`src/rtl/int_claim_arbiter.sv`:
```
// Prioritising interrupt gateway with a claim/complete handshake toward one hart.
// Synchronises raw lines, latches edge/level requests and serialises service per source.
module int_claim_arbiter #(
  parameter int NUM_SRC     = 8,
  parameter int PRIO_W      = 3,
  parameter int SYNC_STAGES = 2,
  parameter int ID_W        = $clog2(NUM_SRC + 1)
) (
  input  logic                      clock,
  input  logic                      reset,
  input  logic [NUM_SRC-1:0]        src_in,
  input  logic [NUM_SRC-1:0]        src_edge,
  input  logic [NUM_SRC-1:0]        src_enable,
  input  logic [NUM_SRC*PRIO_W-1:0] src_prio,
  input  logic [PRIO_W-1:0]         threshold,
  output logic                      irq_out,
  input  logic                      claim_req,
  output logic                      claim_ack,
  output logic [ID_W-1:0]           claim_id,
  input  logic                      complete_valid,
  input  logic [ID_W-1:0]           complete_id,
  output logic                      busy
);

  localparam int SETTLE = SYNC_STAGES + 1;
  localparam int CNT_W  = $clog2(SETTLE + 1);

  typedef enum logic [0:0] {
    ST_IDLE = 1'b0,
    ST_RESP = 1'b1
  } state_t;

  logic [SYNC_STAGES-1:0][NUM_SRC-1:0] sync_r;
  logic [NUM_SRC-1:0] hist_r;
  logic [NUM_SRC-1:0] pending_r;
  logic [NUM_SRC-1:0] in_service_r;
  logic [CNT_W-1:0]   settle_r;
  state_t             state_r;
  logic               irq_out_r;
  logic               claim_ack_r;
  logic [ID_W-1:0]    claim_id_r;
  logic               busy_r;

  logic [NUM_SRC-1:0] synced_s;
  logic               armed_s;
  logic [NUM_SRC-1:0] rise_s;
  logic [NUM_SRC-1:0] eligible_s;
  logic [NUM_SRC-1:0] claim_mask_s;
  logic [NUM_SRC-1:0] complete_mask_s;
  logic [NUM_SRC-1:0] in_service_next_s;
  logic [NUM_SRC-1:0] pending_next_s;
  logic [PRIO_W-1:0]  best_prio_s;
  logic [ID_W-1:0]    win_id_s;
  state_t             state_next_s;
  logic               claim_go_s;

  assign synced_s = sync_r[SYNC_STAGES-1];
  // Edge detection stays disarmed until the synchroniser has flushed after reset,
  // so a line already high at release is not mistaken for a rising edge.
  assign armed_s  = (settle_r == CNT_W'(SETTLE));

  // Input synchroniser, edge history and post-reset settle counter.
  always_ff @(posedge clock or negedge reset) begin
    if (!reset) begin
      sync_r   <= '0;
      hist_r   <= '0;
      settle_r <= '0;
    end else begin
      sync_r   <= {sync_r[SYNC_STAGES-2:0], src_in};
      hist_r   <= synced_s;
      settle_r <= armed_s ? settle_r : settle_r + CNT_W'(1);
    end
  end

  // Eligibility and highest-priority winner selection (ties to lowest index).
  always_comb begin
    rise_s      = synced_s & ~hist_r & {NUM_SRC{armed_s}};
    eligible_s  = '0;
    best_prio_s = '0;
    win_id_s    = '0;
    for (int i = 0; i < NUM_SRC; i++) begin
      eligible_s[i] = pending_r[i] & src_enable[i] & ~in_service_r[i] &
                      (src_prio[i*PRIO_W +: PRIO_W] > threshold);
      if (eligible_s[i] && (src_prio[i*PRIO_W +: PRIO_W] > best_prio_s)) begin
        best_prio_s = src_prio[i*PRIO_W +: PRIO_W];
        win_id_s    = ID_W'(i + 1);
      end else begin
        win_id_s    = win_id_s;
      end
    end
  end

  // Claim FSM next state; a claim is only accepted from IDLE.
  always_comb begin
    state_next_s = state_r;
    claim_go_s   = 1'b0;
    case (state_r)
      ST_IDLE: begin
        if (claim_req) begin
          claim_go_s   = 1'b1;
          state_next_s = ST_RESP;
        end else begin
          state_next_s = ST_IDLE;
        end
      end
      ST_RESP: state_next_s = ST_IDLE;
      default: state_next_s = ST_IDLE;
    endcase
  end

  // Per-source claim/complete masks and next pending / in-service state.
  // Completion is applied before the claim; eligibility uses the old in_service.
  always_comb begin
    claim_mask_s      = '0;
    complete_mask_s   = '0;
    in_service_next_s = '0;
    pending_next_s    = '0;
    for (int i = 0; i < NUM_SRC; i++) begin
      claim_mask_s[i]      = claim_go_s && (win_id_s == ID_W'(i + 1));
      complete_mask_s[i]   = complete_valid && (complete_id == ID_W'(i + 1));
      in_service_next_s[i] = (in_service_r[i] & ~complete_mask_s[i]) | claim_mask_s[i];
      if (src_edge[i]) begin
        pending_next_s[i] = (pending_r[i] & ~claim_mask_s[i]) | rise_s[i];
      end else begin
        pending_next_s[i] = synced_s[i] & ~in_service_next_s[i];
      end
    end
  end

  // Source state, FSM state and registered outputs.
  always_ff @(posedge clock or negedge reset) begin
    if (!reset) begin
      pending_r    <= '0;
      in_service_r <= '0;
      state_r      <= ST_IDLE;
      irq_out_r    <= 1'b0;
      claim_ack_r  <= 1'b0;
      claim_id_r   <= '0;
      busy_r       <= 1'b0;
    end else begin
      pending_r    <= pending_next_s;
      in_service_r <= in_service_next_s;
      state_r      <= state_next_s;
      irq_out_r    <= |eligible_s;
      claim_ack_r  <= claim_go_s;
      claim_id_r   <= claim_go_s ? win_id_s : '0;
      busy_r       <= |in_service_next_s;
    end
  end

  assign irq_out   = irq_out_r;
  assign claim_ack = claim_ack_r;
  assign claim_id  = claim_id_r;
  assign busy      = busy_r;

endmodule
```
`config.mk`:
```
export PLATFORM = sky130hd
export DESIGN_NAME = int_claim_arbiter
export DESIGN_NICKNAME = d
export VERILOG_FILES = /design/src/rtl/int_claim_arbiter.sv
export SDC_FILE = /design/constraint.sdc
export NUM_CORES = 1
export LEC_CHECK = 0
export ABC_AREA = 1
export CAP_MARGIN = 20
export CORE_MARGIN = 4
export CORE_UTILIZATION = 40
export CTS_CLUSTER_SIZE = 14
export DETAILED_ROUTE_END_ITERATION = 16
export PLACE_DENSITY = 0.67
export SYNTH_ARGS = -nofsm -noshare
export SYNTH_HDL_FRONTEND = slang
export SYNTH_SLANG_ARGS = --single-unit
```
`constraint.sdc`:
```
create_clock -name clock -period 20.4 [get_ports clock]
set_input_delay 4.08 -clock clock [delete_from_list [all_inputs] [get_ports clock]]
set_output_delay 4.08 -clock clock [all_outputs]
set_load 0.02 [all_outputs]
```
Yosys cells after proc, flatten, opt, wreduce, memory -nomap -nowiden
Cells that the tools add are included.
{ "totals": {"mem_bits_rw": 0, "mem_bits_ro": 0, "n_memories": 0, "output_inout_bits": 7, "latch_bits": 0, "ff_bits": 50} }
{ "op_classes": {"mul": 0, "mux": 27, "magnitude_cmp": 16, "bitwise": 100, "add_sub_neg": 1, "n_div": 0, "n_eq_ne": 17, "n_reduce_logical": 26, "n_shift": 0} }
{ "ops": {"columns": ["op", "count"], "rows": [
  ["$and A1 B1 Y1", 48],
  ["$gt A3 B3 Y1", 15],
  ["$not A1 Y1", 33],
  ["$eq A4 B3 Y1 const B", 8],
  ["$mux W4", 8],
  ["$logic_and A1 B1 Y1", 24],
  ["$mux W3", 7],
  ["$and A8 B8 Y8", 2],
  ["$eq A4 B2 Y1 const B", 4],
  ["$or A1 B1 Y1", 16],
  ["$reduce_or A8 Y1", 2],
  ["$mux W1", 11],
  ["$eq A4 B1 Y1 const B", 2],
  ["$eq A4 B4 Y1 const B", 2],
  ["$not A8 Y8", 1],
  ["$gt A3 B1 Y1 const B", 1],
  ["$add A2 B1 Y2 const B", 1],
  ["$eq A2 B2 Y1 const B", 1],
  ["$pmux W1 S2", 1]
]} }

Depth between registers and ports, before layout
{ "depth": {"ltp_word": 32, "mapped_depth": 72, "depth_no_buf": 71} }

Least setup slack after synthesis
No wires, ideal clock.
{ "synth_path": {"path_type": "input port to flip-flop", "startpoint": "input threshold[2]", "endpoint": "register pending_r[2]", "slack_ns": 7.845, "n_path_buf": 1, "setup_time_ns": 0.121, "arrival_time_ns": 12.435, "path_stages": 68, "required_ns": 20.279, "path_cell_list": "inv_1 > ha_1 > nand2_1 > nor2_1 > nor2_1 > nand2_1 > inv_1 > nand2_1 > ha_1 > nand2_1 > nor2_1 > nor2_1 > nor2_2 > nand2_4 > o21ai_0 > ha_1 > nand2_1 > inv_1 > (+32 left out) > nand2_1 > nand2_1 > o21ai_0 > ha_1 > nand2_1 > nor2_1 > a211oi_1 > a31oi_1 > nand2_1 > inv_1 > nor2_1 > inv_1 > nor2_2 > nand3_2 > nand2_2 > inv_2 > nand2_1 > o21ai_1"} }
{ "synth_between": {"elab_chain_len": 31} }
{ "synth_lines": {"columns": ["item", "line_no", "rtl"], "rows": [
  ["start: declaration", "15", "input logic [PRIO_W-1:0] threshold,"],
  ["$gt A3 B3 Y1", "83", "(src_prio[i*PRIO_W +: PRIO_W] > threshold);"],
  ["$and A1 B1 Y1", "82", "eligible_s[i] = pending_r[i] & src_enable[i] & ~in_service_r[i] &"],
  ["$logic_and A1 B1 Y1", "84", "if (eligible_s[i] && (src_prio[i*PRIO_W +: PRIO_W] > best_prio_s)) begin"],
  ["$mux W3", "84", null],
  ["$gt A3 B3 Y1", "84", null],
  ["$logic_and A1 B1 Y1", "84", null],
  ["$mux W3", "84", null],
  ["$gt A3 B3 Y1", "84", null],
  ["(+17 left out)", null, null],
  ["$eq A4 B2 Y1 (*)", "119", "claim_mask_s[i] = claim_go_s && (win_id_s == ID_W'(i + 1));"],
  ["$logic_and A1 B1 Y1 (*)", "119", null],
  ["$or A1 B1 Y1 (*)", "121", "in_service_next_s[i] = (in_service_r[i] & ~complete_mask_s[i]) | claim_mask_s[i];"],
  ["via in_service_next_s[2]", "50", "logic [NUM_SRC-1:0] in_service_next_s;"],
  ["$not A1 Y1 (*)", "125", "pending_next_s[i] = synced_s[i] & ~in_service_next_s[i];"],
  ["$and A1 B1 Y1 (*)", "125", null],
  ["$mux W1 (*)", "122", "if (src_edge[i]) begin"],
  ["via pending_next_s[2]", "51", "logic [NUM_SRC-1:0] pending_next_s;"],
  ["end signal: assignment", "141", "pending_r <= pending_next_s;"],
  ["end: declaration", "35", "logic [NUM_SRC-1:0] pending_r;"]
]} }
The timed path passes the listed nets; every way through them passes the cells marked *.
A chain may end at the register's enable or synchronous reset.

Worst setup path in the final report
{ "layout_path": {"startpoint": "input threshold[0]", "endpoint": "register busy_r (netlist: busy)"} }
{ "layout_between": {"elab_chain_len": 29} }
{ "layout_lines": {"columns": ["item", "line_no", "rtl"], "rows": [
  ["$gt A3 B3 Y1", "83", null],
  ["$and A1 B1 Y1", "82", null],
  ["$logic_and A1 B1 Y1", "84", null],
  ["$mux W3", "84", null],
  ["$gt A3 B3 Y1", "84", null],
  ["$logic_and A1 B1 Y1", "84", null],
  ["$mux W3", "84", null],
  ["$gt A3 B3 Y1", "84", null],
  ["(+14 left out)", null, null],
  ["$gt A3 B3 Y1", "84", null],
  ["$logic_and A1 B1 Y1", "84", null],
  ["$mux W4 (*)", "84", null],
  ["$eq A4 B2 Y1 (*)", "119", null],
  ["$logic_and A1 B1 Y1 (*)", "119", null],
  ["$or A1 B1 Y1 (*)", "121", null],
  ["via in_service_next_s[2]", "50", null],
  ["$reduce_or A8 Y1 (*)", "147", "busy_r <= |in_service_next_s;"],
  ["end signal: assignment", "147", null],
  ["end: declaration", "42", "logic busy_r;"]
]} }
Marked as above.

==> summary.md <==
| Metric | Value |
|---|---|
| Seq/Total Area, Yosys | between 30% and 40% |
| Die X | ~100 µm |
| Top post-synthesis cells by area | dfrtp_1, ha_1, nand2_1 |
| Top_reg_cell synth | dfrtp_1 |
| Design internal power | 197 µW |
| Critical path type | primary input to register |
| Setup TNS | 0 ns |
| N_diodes | 0 |
| Met3 Use GR | 2.36% |
| Arr. time, crit path | 14.34 ns |
| Final #Nets | a little under 600 |
| Mean post-synth cell area | 8.26 µm² |
| Max-cap viol count | 0 |
| Setup bufs post-CTS | 0 |
| Static Leakage | 0.00218 µW |
| Clock sink total | 49 |
| Crit path buf inv count | 9 |
| Most frequent cell after synthesis | nand2_1 |
| Dpl ws | 6.05 ns |
| GRT Max-Usage Layer | met2 |
| Final worst clock skew | 0.00527 ns |
| Starting Density | 41.3% |
| CP top delay family | simple AND/OR/NAND/NOR gates |
| FMAX | 70.9 MHz |
| RSZ-0062 raised after global routing | false |
| GRT Util Overall | 15.5% |
| Sw power | 98.7 µW |
| Worst Tran Pin Value | 0.698 ns |
| Met2 Track Usage GR | between 20% and 30% |
| Non-Filler Instances | 590 |
| Die Y-Extent | 100 µm |
| Routed WL | about 7.5 mm |
| Yosys cell types | 40 |
| CP dominant cell by count | nand2_1 |
| Post-route ant nets | 0 |
| Worst vdd ir | between 0.05 and 0.06 mV |
| Status | complete, no violations |
| Yosys top cell area share | 36.0% |
| Cell count after synthesis | 413 |
| Part of the cycle the worst path needs | 69.2% |
| Die Area | 10100 µm² |
| P&R area growth vs syn | 26.3% |
| Syn Nets | 513 |
| Clk slew on worst S/H paths | 0.08 ns |
| Rows | 33 |
| First-pass GRT wire length | 12.8 mm |
| Post-Syn Area | 3410 µm² |
| Met1 Use GR | just over 20% |
| I/O pin count | 66 |
| Final Hold Fails | 0 |
| Number of port buffers | 65 |
| Top post-synthesis cells by count | nand2_1, inv_1, dfrtp_1, ha_1, nor2_1 |
| Yosys top cell by area | dfrtp_1 |
| Logic gate share of total power | 36.9% |
| Post-route DRC | 0 |
| Asr flop ratio synth | 100% |
| Remaining Overflow, GRT | 0 |
| Pwr Density | 68.5 nW/µm² |
| Fraction of layout cells with a size suffix above 1 | 12.6% |
| Worst setup EP type | register |
| Total power | 295 µW |
| Worst Hold Class | register to register |
| Final min period | 14.11 ns |
| Crit path max fanout | 11 |
| Cts hold-fix bufs | 0 |
| Core Region | 8260 µm² |
| TritonCTS buffer count | 5 |
| Dpl cells | ~580 |
| Drt initial violations | 62 |
| Flop pwr share | 39.6% |
| Yosys reg bits | 49 |
| Max_slew headroom | 52.3% |
| Worst path max stage delay | 0.72 ns |
| RePlAce Congestion | 0.850 |
| Placed wire-length estimate | 6.39 mm |
| Worst Setup Slack, final | 6.29 ns |
| Final max-slew violation count | 0 |
| Clock latency at the later pin of the worst-skew pair | between 0.2 and 0.3 ns |
| Startpoint type of the worst setup path | primary input |
| Post-synth EDFFs | 0 |
| PostCTS Resize Cnt | 0 |
| Via count | 2902 |
| Clock power frac | a little under a quarter |
| Data required, critical path | 20.63 ns |
| Initial antenna violation count | 0 |
| Router iterations before antenna repair | 5 |
| Worst hold slack | 0.351 ns |
| H-tree Lvls | 2 |
| Maximum root-to-sink buffer count | 2 |
| Largest net degree at the start of global routing | 50 |
| Routed len/inst | roughly 13 µm |
| Switching share of total power | 33.4% |
| Drt via density | 4.92 |
| Final setup fails | 0 |
| Root buf cell | clkbuf_8 |
| CP max stage cell | clkdlybuf4s50_1 |
| Vias in the first global route | ~2900 |
| CTS tree | yes |
| YS warnings | 0 |
-- through the flow --
stage / utilization (%) / cell area (µm²)
after detailed placement: 50.5 / 4170
final: 52.2 / 4310
after global placement: 50.5 / 4170
after floorplan: - / 3410
after CTS: 51.9 / 4290
after global routing: 52.2 / 4310
-- sequential cells by signal (all words and copies together), names as in the netlist, 2 cells and up --
| signal | count |
|---|---|
| pending_r | 8 |
| claim_id | 4 |
| synced_s | 8 |
| sync_r | 8 |
| settle_r | 2 |
| hist_r | 8 |
| in_service_r | 8 |
-- cells in the final DEF, fill, tap and decap left out, drive strengths merged --
cell / instances
a32o: 1
a22oi: 1
or2: 2
a211oi: 7
o21bai: 1
bufinv: 1
o21a: 1
mux2: 1
o22ai: 1
a2111oi: 2
inv: 62
a21oi: 13
nor4: 1
clkbuf: 7
ha: 41
clkdlybuf4s50: 64
o21ai: 25
clkinv: 2
nand2: 103
nor3: 1
a31oi: 5
dfrtp: 49
nand3b: 6
nand3: 33
o31ai: 2
buf: 2
a311oi: 3
xnor2: 1
nor2: 40
a21boi: 1
nand4: 6
-- power groups by stage --
| stage | combinational (µW) | clock [µW] | sequential, µW |
|---|---|---|---|
| 3_3_place_gp | 106 | 0 | 119 |
| 5_1_grt | 125 | 75.5 | 119 |
| 6_report | 109 | 69.3 | 117 |
| 2_1_floorplan | 72.3 | 0 | 119 |
| 3_5_place_dp | 109 | 0 | 119 |
| 4_1_cts | 110 | 71.7 | 117 |
-- path summary, 6_finish.rpt --
| path | depth (start not counted) | slack, ns | to | startpoint |
|---|---|---|---|---|
| worst max-delay path | 65 | 6.29 | busy | threshold[0] |
| worst min-delay path | 0 | 0.35 | synced_s[5] | sync_r[5] |
| worst max register to register | 63 | 10.71 | busy | in_service_r[0] |
| worst min register to register | 0 | 0.35 | synced_s[5] | sync_r[5] |
| max in group asynchronous | 2 | 16.28 | claim_ack | reset |
| min in group asynchronous | 1 | 3.64 | hist_r[7] | reset |
-- cell type report --
| cell class | instances | area [µm²] |
|---|---|---|
| flip-flops and latches | 49 | 1230 |
| clock inverters | 1 | 30.0 |
| fillers | 790 | 3950 |
| clock buffers | 7 | 86.3 |
| repair buffers | 66 | 666 |
| multi-input cells | 298 | 1930 |
| well taps | 105 | 131 |
| inverters | 64 | 241 |
-- logic make-up after synthesis --
| kind of cell | share of synthesized area [%] |
|---|---|
| simple gates | 28.6 |
| buf+inv | 7.52 |
| compound gates | 12.3 |
| flops | 36.0 |
| fa+ha+maj | 15.0 |
| xor+xnor | 0.257 |
| mux | 0.330 |
-- layer usage --
metal,part of all wire [%],up-vias,wire length [µm]
li1,-,1517,-
met1,47,1313,3540
met2,47,64,3490
met3,4.7,8,352
met4,1.3,0,95
met5,0,-,0
(Power assumes the default switching activity.)
